**src/rtl/step_pulse_gen.sv**
```systemverilog
// Stepper pulse generator: pulls {dir, interval, count} moves from an upstream queue
// and emits step/dir pin activity with a running signed position count.
module step_pulse_gen #(
    parameter int unsigned PULSE_TICKS     = 2,
    parameter int unsigned DIR_SETUP_TICKS = 4
) (
    input  logic        clk,
    input  logic        rst,
    input  logic [64:0] mq_data,
    input  logic        mq_avail,
    output logic        mq_pull,
    output logic        step_pin,
    output logic        dir_pin,
    output logic [31:0] position,
    output logic        busy
);

    typedef enum logic [1:0] {IDLE, LOAD, WAIT} state_t;

    localparam logic [31:0] MIN_IVL = 32'(2 * PULSE_TICKS);
    localparam logic [31:0] MIN_REV = 32'(PULSE_TICKS + DIR_SETUP_TICKS);
    localparam logic [31:0] PW_LOAD = 32'(PULSE_TICKS - 1);
    localparam logic [31:0] DIR_LAG = (PULSE_TICKS > 1) ? 32'(PULSE_TICKS - 2) : '0;

    state_t      state_q, state_d;
    logic [31:0] cnt_q, cnt_d;
    logic [31:0] steps_q, steps_d;
    logic [31:0] ieff_q, ieff_d;
    logic [31:0] dly_q, dly_d;
    logic [31:0] nst_q, nst_d;
    logic        mv_dir_q, mv_dir_d;
    logic        dir_pend_q, dir_pend_d;
    logic        dir_new_q, dir_new_d;
    logic [31:0] dir_cnt_q, dir_cnt_d;
    logic [31:0] pw_q, pw_d;
    logic        step_q, step_d;
    logic        dir_q, dir_d;
    logic [31:0] pos_q, pos_d;
    logic        busy_q, busy_d;

    logic        eligible;
    logic        rise;
    logic [31:0] ivl_in;
    logic [31:0] ieff_in;
    logic [31:0] rev_in;

    always_comb begin
        state_d    = state_q;
        cnt_d      = cnt_q;
        steps_d    = steps_q;
        ieff_d     = ieff_q;
        dly_d      = dly_q;
        nst_d      = nst_q;
        mv_dir_d   = mv_dir_q;
        dir_pend_d = dir_pend_q;
        dir_new_d  = dir_new_q;
        dir_cnt_d  = dir_cnt_q;
        pw_d       = pw_q;
        step_d     = step_q;
        dir_d      = dir_q;
        pos_d      = pos_q;
        rise       = 1'b0;

        eligible = (state_q == IDLE) ||
                   ((state_q == WAIT) && (cnt_q == '0) && (steps_q <= 32'd1));
        mq_pull  = !rst && eligible && mq_avail;

        ivl_in  = mq_data[63:32];
        ieff_in = (ivl_in > MIN_IVL) ? ivl_in : MIN_IVL;
        rev_in  = (ieff_in > MIN_REV) ? ieff_in : MIN_REV;

        if (dir_pend_q) begin
            if (dir_cnt_q == '0) begin
                dir_d      = dir_new_q;
                dir_pend_d = 1'b0;
            end else begin
                dir_cnt_d = dir_cnt_q - 32'd1;
            end
        end

        if (mq_pull) begin
            mv_dir_d = mq_data[64];
            ieff_d   = ieff_in;
            dly_d    = (mq_data[64] == dir_q) ? ieff_in : rev_in;
            nst_d    = mq_data[31:0];
            if (PULSE_TICKS == 1) begin
                dir_d = mq_data[64];
            end else begin
                dir_pend_d = 1'b1;
                dir_new_d  = mq_data[64];
                dir_cnt_d  = DIR_LAG;
            end
        end

        // step_pin is registered, so the rise is decided one cycle early and the
        // countdown is loaded with D-2 so that it reaches zero in the rise cycle.
        case (state_q)
            IDLE: begin
                if (mq_pull) state_d = LOAD;
            end
            LOAD: begin
                cnt_d   = dly_q - 32'd2;
                steps_d = nst_q;
                state_d = WAIT;
                if ((dly_q == 32'd2) && (nst_q != '0)) rise = 1'b1;
            end
            WAIT: begin
                if (cnt_q == '0) begin
                    if (steps_q != '0) begin
                        pos_d   = mv_dir_q ? (pos_q + 32'd1) : (pos_q - 32'd1);
                        steps_d = steps_q - 32'd1;
                    end
                    if (steps_q > 32'd1) begin
                        cnt_d = ieff_q - 32'd1;
                    end else begin
                        state_d = mq_pull ? LOAD : IDLE;
                    end
                end else begin
                    cnt_d = cnt_q - 32'd1;
                    if ((cnt_q == 32'd1) && (steps_q != '0)) rise = 1'b1;
                end
            end
            default: state_d = IDLE;
        endcase

        if (rise) begin
            step_d = 1'b1;
            pw_d   = PW_LOAD;
        end else if (step_q) begin
            if (pw_q == '0) step_d = 1'b0;
            else            pw_d   = pw_q - 32'd1;
        end

        busy_d = (state_d != IDLE) || step_d;
    end

    always_ff @(posedge clk) begin
        if (rst) begin
            state_q    <= IDLE;
            cnt_q      <= '0;
            steps_q    <= '0;
            ieff_q     <= '0;
            dly_q      <= '0;
            nst_q      <= '0;
            mv_dir_q   <= 1'b0;
            dir_pend_q <= 1'b0;
            dir_new_q  <= 1'b0;
            dir_cnt_q  <= '0;
            pw_q       <= '0;
            step_q     <= 1'b0;
            dir_q      <= 1'b0;
            pos_q      <= '0;
            busy_q     <= 1'b0;
        end else begin
            state_q    <= state_d;
            cnt_q      <= cnt_d;
            steps_q    <= steps_d;
            ieff_q     <= ieff_d;
            dly_q      <= dly_d;
            nst_q      <= nst_d;
            mv_dir_q   <= mv_dir_d;
            dir_pend_q <= dir_pend_d;
            dir_new_q  <= dir_new_d;
            dir_cnt_q  <= dir_cnt_d;
            pw_q       <= pw_d;
            step_q     <= step_d;
            dir_q      <= dir_d;
            pos_q      <= pos_d;
            busy_q     <= busy_d;
        end
    end

    assign step_pin = step_q;
    assign dir_pin  = dir_q;
    assign position = pos_q;
    assign busy     = busy_q;

endmodule

```
**config.mk**
```make
export PLATFORM = sky130hd
export DESIGN_NAME = step_pulse_gen
export DESIGN_NICKNAME = d
export VERILOG_FILES = /design/src/rtl/step_pulse_gen.sv
export SDC_FILE = /design/constraint.sdc
export NUM_CORES = 1
export LEC_CHECK = 0
export BUFFER_PORTS_ARGS = -buffer_cell sky130_fd_sc_hd__buf_4
export CAP_MARGIN = 15
export CORE_MARGIN = 4
export CORE_UTILIZATION = 50
export DETAILED_ROUTE_END_ITERATION = 16
export GPL_TIMING_DRIVEN = 0
export PLACE_DENSITY = 0.72
export RECOVER_POWER = 100
export SLEW_MARGIN = 5
export SYNTH_ARGS = -nofsm -noshare
export SYNTH_HDL_FRONTEND = slang
export SYNTH_SLANG_ARGS = --single-unit
export TNS_END_PERCENT = 10
```
**constraint.sdc**
```tcl
create_clock -name clk -period 4.4 [get_ports clk]
set_input_delay 0.66 -clock clk [delete_from_list [all_inputs] [get_ports clk]]
set_output_delay 0.66 -clock clk [all_outputs]
set_load 0.005 [all_outputs]
```
; ---- After elaboration in Yosys (flattened, before gate mapping)
; Cells that the tools add are included.
[word_totals]
rom_bits = 0
ram_bits = 0
word_cells = 93
latchBits = 0
memories = 0
input_bits = 68
register_bits = 263
[classes]
shift = 0
n_lt_le_gt_ge = 4
n_bitwise = 2
n_eq_ne = 9
n_mul = 0
n_reduce_logical = 27
muxes = 28
add_sub_neg = 8
div_mod_pow = 0
[ops]
columns = op, count
row1 = two-way mux 32 bit, 8
row2 = subtractor 32 x 1 -> 32 bit (second input constant), 6
row3 = one-hot mux 32 bit (2 select lines), 2
row4 = zero test 32 bit, 3
row5 = > comparator 32 x 3 -> 1 bit (second input constant), 2
row6 = nonzero test 32 bit, 2
row7 = adder 32 x 1 -> 32 bit (second input constant), 1
row8 = == test 32 x 1 -> 1 bit (second input constant), 1
row9 = == test 32 x 2 -> 1 bit (second input constant), 1
row10 = > comparator 32 x 1 -> 1 bit (second input constant), 1
row11 = less-or-equal comparator 32 x 1 -> 1 bit (second input constant), 1
row12 = subtractor 32 x 2 -> 32 bit (second input constant), 1
row13 = two-way mux 1 bit, 13
row14 = AND reduction 2 bit, 5
row15 = logical AND 1 bit, 6
row16 = two-way mux 2 bit, 3
row17 = one-hot mux 2 bit (3 select lines), 1
row18 = AND reduction 3 bit, 2
row19 = nonzero test 2 bit, 3
row20 = != test 2 x 1 -> 1 bit (second input constant), 2
row21 = OR reduction 2 bit, 2
row22 = != test 3 x 2 -> 1 bit (second input constant), 1
row23 = == test 2 x 1 -> 1 bit (second input constant), 1
row24 = == test 2 bit (second input constant), 1
row25 = other kinds (7), 9

; ---- Longest topological paths before layout
[depth]
word_depth = 12
mapped_depth = 12
depth_no_buf = 10

; ---- Least setup slack after synthesis
; OpenSTA, ideal clock, no wires.
[synth_path]
path_kind = register -> register
start = register dir_new_q (netlist name)
end = register pos_q[31] (netlist: position[31])
n_path_buf = 0
path_stages_with_launch = 11
setup_ns = 0.121
t_arrival_ns = 3.267
required_ns = 4.279
slack_ns = 1.012
path_cell_list = dfxtp_1 > inv_1 > ha_1 > a211oi_1 > o31a_1 > a211oi_1 > a211oi_1 > o211ai_1 > a311o_1 > mux2i_1 > mux2_2
[synth_rtl]
columns = item, line
row1 = "end signal, assigned", 168  ; pos_q <= pos_d;
row2 = "end, declared", 38  ; logic [31:0] pos_q, pos_d;

==> results.py <==
metrics = {
    "status": {
        "status": "finished clean",
    },
    "pwr": {
        "internal-power_mw": 5.356,
        "power_switching_mw": 3.104,
        "p_clk_share_pct": 29.3,
        "ir_drop_uv": 329.9,
        "finalPower_mw": 8.460,
        "p_per_area_mw_per_mm2": 510.6,
        "p_leak_nw": 6.532,
        "p_comb_share_pct": 35.7,
        "p_sw_share_pct": 36.69,
        "seqPwrFrac_pct": 35.0,
    },
    "routing": {
        "drc": 0,
        "drt_iter0_drc": 1343,
        "wire_per_inst_um": 18.84,
        "wl_met1_mm": 18.66,
        "highest_layer": "met4",
        "ant_nets": 0,
        "vias": 14137,
        "routed_via_density": 6.078,
        "wl_met3_mm": 3.459,
        "wl_met2_mm": 20.04,
        "totalWireLength_mm": 43.83,
        "firstDrtPassIters": 9,
    },
    "timing": {
        "skew_ns": 0.01344,
        "setup_viol": 0,
        "fin_hold_ws_ns": 0.3020,
        "fin_crit_sh_pct": 95.67,
        "hold_violations": 0,
        "tightest_slew_ns": 1.078,
        "drv_slew": 0,
        "min_period_ns": 4.210,
        "fmax_ghz": 0.2375,
        "grt_setup_unrepaired": "false",
        "tns_ns": 0,
        "setup_slack_ns": 0.1903,
        "slew_headroom_pct": 27.45,
    },
    "synthesis": {
        "ys.warnings.count": 0,
        "ys_ff_latch": 263,
        "syn_avg_cell_area_um2": 8.024,
        "ys_seq_area_share_pct": 36.58,
        "synthCells": 1794,
        "syn_nets": 1905,
        "synthArstFlopShare_pct": 0,
        "ys_types": 86,
        "syn_area_mm2": 0.01440,
        "synth_edf_count": 0,
        "ys.flop_type": "dfxtp_1",
    },
    "hold_path": {
        "hp-class": "primary input to flip-flop",
    },
    "worst_setup_path": {
        "cp_max_fo": 22,
        "cp-end-kind": "flip-flop",
        "cp_data_arrival_time_ns": 4.65,
        "setup.worst_path.class": "flip-flop to flip-flop",
        "startpoint_type": "flip-flop",
        "worstPathRequired_ns": 4.84,
    },
    "global_routing": {
        "antenna_found_initial": 1,
        "grt_pass1_wl_mm": 69.63,
        "grt_pass1_vias": 13318,
        "grt_max_degree": 34,
        "track_usage_pct": 27.04,
        "grt.overflow.total": 0,
    },
    "floorplanning": {
        "rows": 61,
        "die_area_mm2": 0.03157,
        "core_mm2": 0.02809,
        "initial_utilization_pct": 51.25,
        "die_h_um": 177.7,
        "die_w_um": 177.7,
        "io_pins": 104,
    },
    "clocking": {
        "clkSlewWorstSetupHoldPaths_ns": 0.06,
        "clock_path_buffers": 3,
        "cts_buffers": 28,
        "cts.sinks": 263,
        "cts_tree": "done",
        "clock_latency_ns": 0.56,
        "cts.htree.levels": 1,
        "cts.root.buffer_cell": "clkbuf_16",
    },
    "cells_and_area": {
        "syn_to_final_growth_pct": 15.10,
        "post-route-cell-area_mm2": 0.01657,
        "diodes": 0,
        "drive_above_1_share_pct": 9.805,
        "final_nets": 2039,
    },
    "placed_design": {
        "io_buffers": 102,
        "gp_congestion": 0.9588,
        "dp_hpwl_mm": 31.80,
        "place_area_mm2": 0.01563,
        "post-place-ws_ns": 0.1621,
    },
    "run": {
        "maxCapViolations": 0,
    },
}
registers in the layout, summed over array words and instances (netlist names):
| signal | cells |
|---|---|
| ieff_q | 32 |
| pw_q | 32 |
| dir_pin | 1 |
| dir_new_q | 1 |
| step_pin | 1 |
| steps_q | 32 |
| position | 32 |
| cnt_q | 32 |
| dly_q | 32 |
| dir_cnt_q | 32 |
| busy | 1 |
| dir_pend_q | 1 |
| nst_q | 32 |
| state_q | 2 |
metrics by stage:
step | util [%] | instances
finish | 58.99 | 2326
detailed placement | 55.66 | 2274
floorplan | - | 1794
CTS | 59.14 | 2325
global route | 58.99 | 2326
global placement | 55.66 | 2274
cell usage after synthesis, types with 14 or more instances:
cell type / count / area (µm²)
a211oi_1: 20 / 150.1
a21o_1: 14 / 105.1
a21oi_1: 135 / 675.7
a22o_1: 58 / 508.0
a31oi_1: 15 / 93.84
clkbuf_1: 74 / 277.8
dfxtp_1: 263 / 5265
ha_1: 42 / 525.5
inv_1: 44 / 165.2
nand2_1: 225 / 844.6
nand3_1: 45 / 225.2
nand4_1: 19 / 118.9
nor2_1: 164 / 615.6
nor3_1: 79 / 395.4
nor4_1: 44 / 275.3
o211ai_1: 16 / 120.1
o21ai_0: 115 / 575.6
o22ai_1: 18 / 112.6
o31ai_1: 17 / 127.6
or3_1: 32 / 200.2
or4_1: 18 / 135.1
xnor2_1: 65 / 569.3
xor2_1: 85 / 744.5
area by class of cell:
class                      count  area [µm²]
buffer                        94       395.4
clock buffer                  38       819.5
clock inverter                12       145.1
fill                        2606       11520
inverter                      45       168.9
multi-input combinational   1392        8542
sequential                   263        5265
tap                          378       473.0
timing repair buffer         104       759.5
cell families after synthesis:
family / synth area share (%)
AOI/OAI and AO/OA: 21.54
DFF: 36.58
adders and majority gates: 3.790
and+or+nand+nor: 24.22
xor gates and xnor gates: 9.239
muxes: 0.6432
buffers and inverters: 3.998
power groups by stage:
stage	registers (mW)	clock network, mW	logic [mW]
detailed placement	3.00	0	2.96
global placement	2.99	0	2.90
CTS	2.95	2.50	2.99
global route	3.00	2.62	3.33
floorplan	2.92	0	2.30
finish	2.96	2.48	3.02
final timing paths:
kind,start,cells after the start,to,slack [ns]
setup / recovery,dir_new_q,11,position[31],0.19
hold / removal,mq_data[20],3,nst_q[20],0.30
setup reg to reg,dir_new_q,11,position[31],0.19
hold reg to reg,dir_cnt_q[23],2,dir_cnt_q[23],0.47
timing repair:
action | 4_1_cts | 5_1_grt
hold buffers | 0 | 0
buffers inserted | 1 | 0
endpoints found under the setup margin | 1 | 1
pin swaps | 0 | 0
gates resized for setup | 1 | 1
cell usage in the layout, fill, tap and decap left out, types with 19 or more instances in the layout:
cell type  synthesis  layout
dfxtp_1          263     263
nand2_1          225     225
nor2_1           164     164
a21oi_1          135     136
o21ai_0          115     117
clkbuf_1          74      89
xor2_1            85      85
nor3_1            79      78
buf_4              5      70
xnor2_1           65      65
a22o_1            58      58
nand3_1           45      45
nor4_1            44      45
inv_1             44      44
ha_1              42      42
or3_1             32      32
clkbuf_4           0      31
clkbuf_16          0      29
a211oi_1          20      21
nand4_1           19      19
worst max-delay path, cell delays in order, from the launching register on:
cell and delay (ns):
dfxtp_1 0.34, inv_1 0.36, clkbuf_2 0.54, ha_1 0.36, a211oi_1 0.24, o31a_1 0.26
a211oi_1 0.12, a211oi_1 0.62, o211ai_1 0.28, a311o_1 0.43, mux2i_1 0.20, mux2_2 0.35
per-layer routing:
metal	vias up	GRT usage (%)
li1	6759	-
met1	6638	36.29
met2	617	43.90
met3	123	4.516
met4	0	9.958
met5	-	0
(Power assumes the default switching activity.)
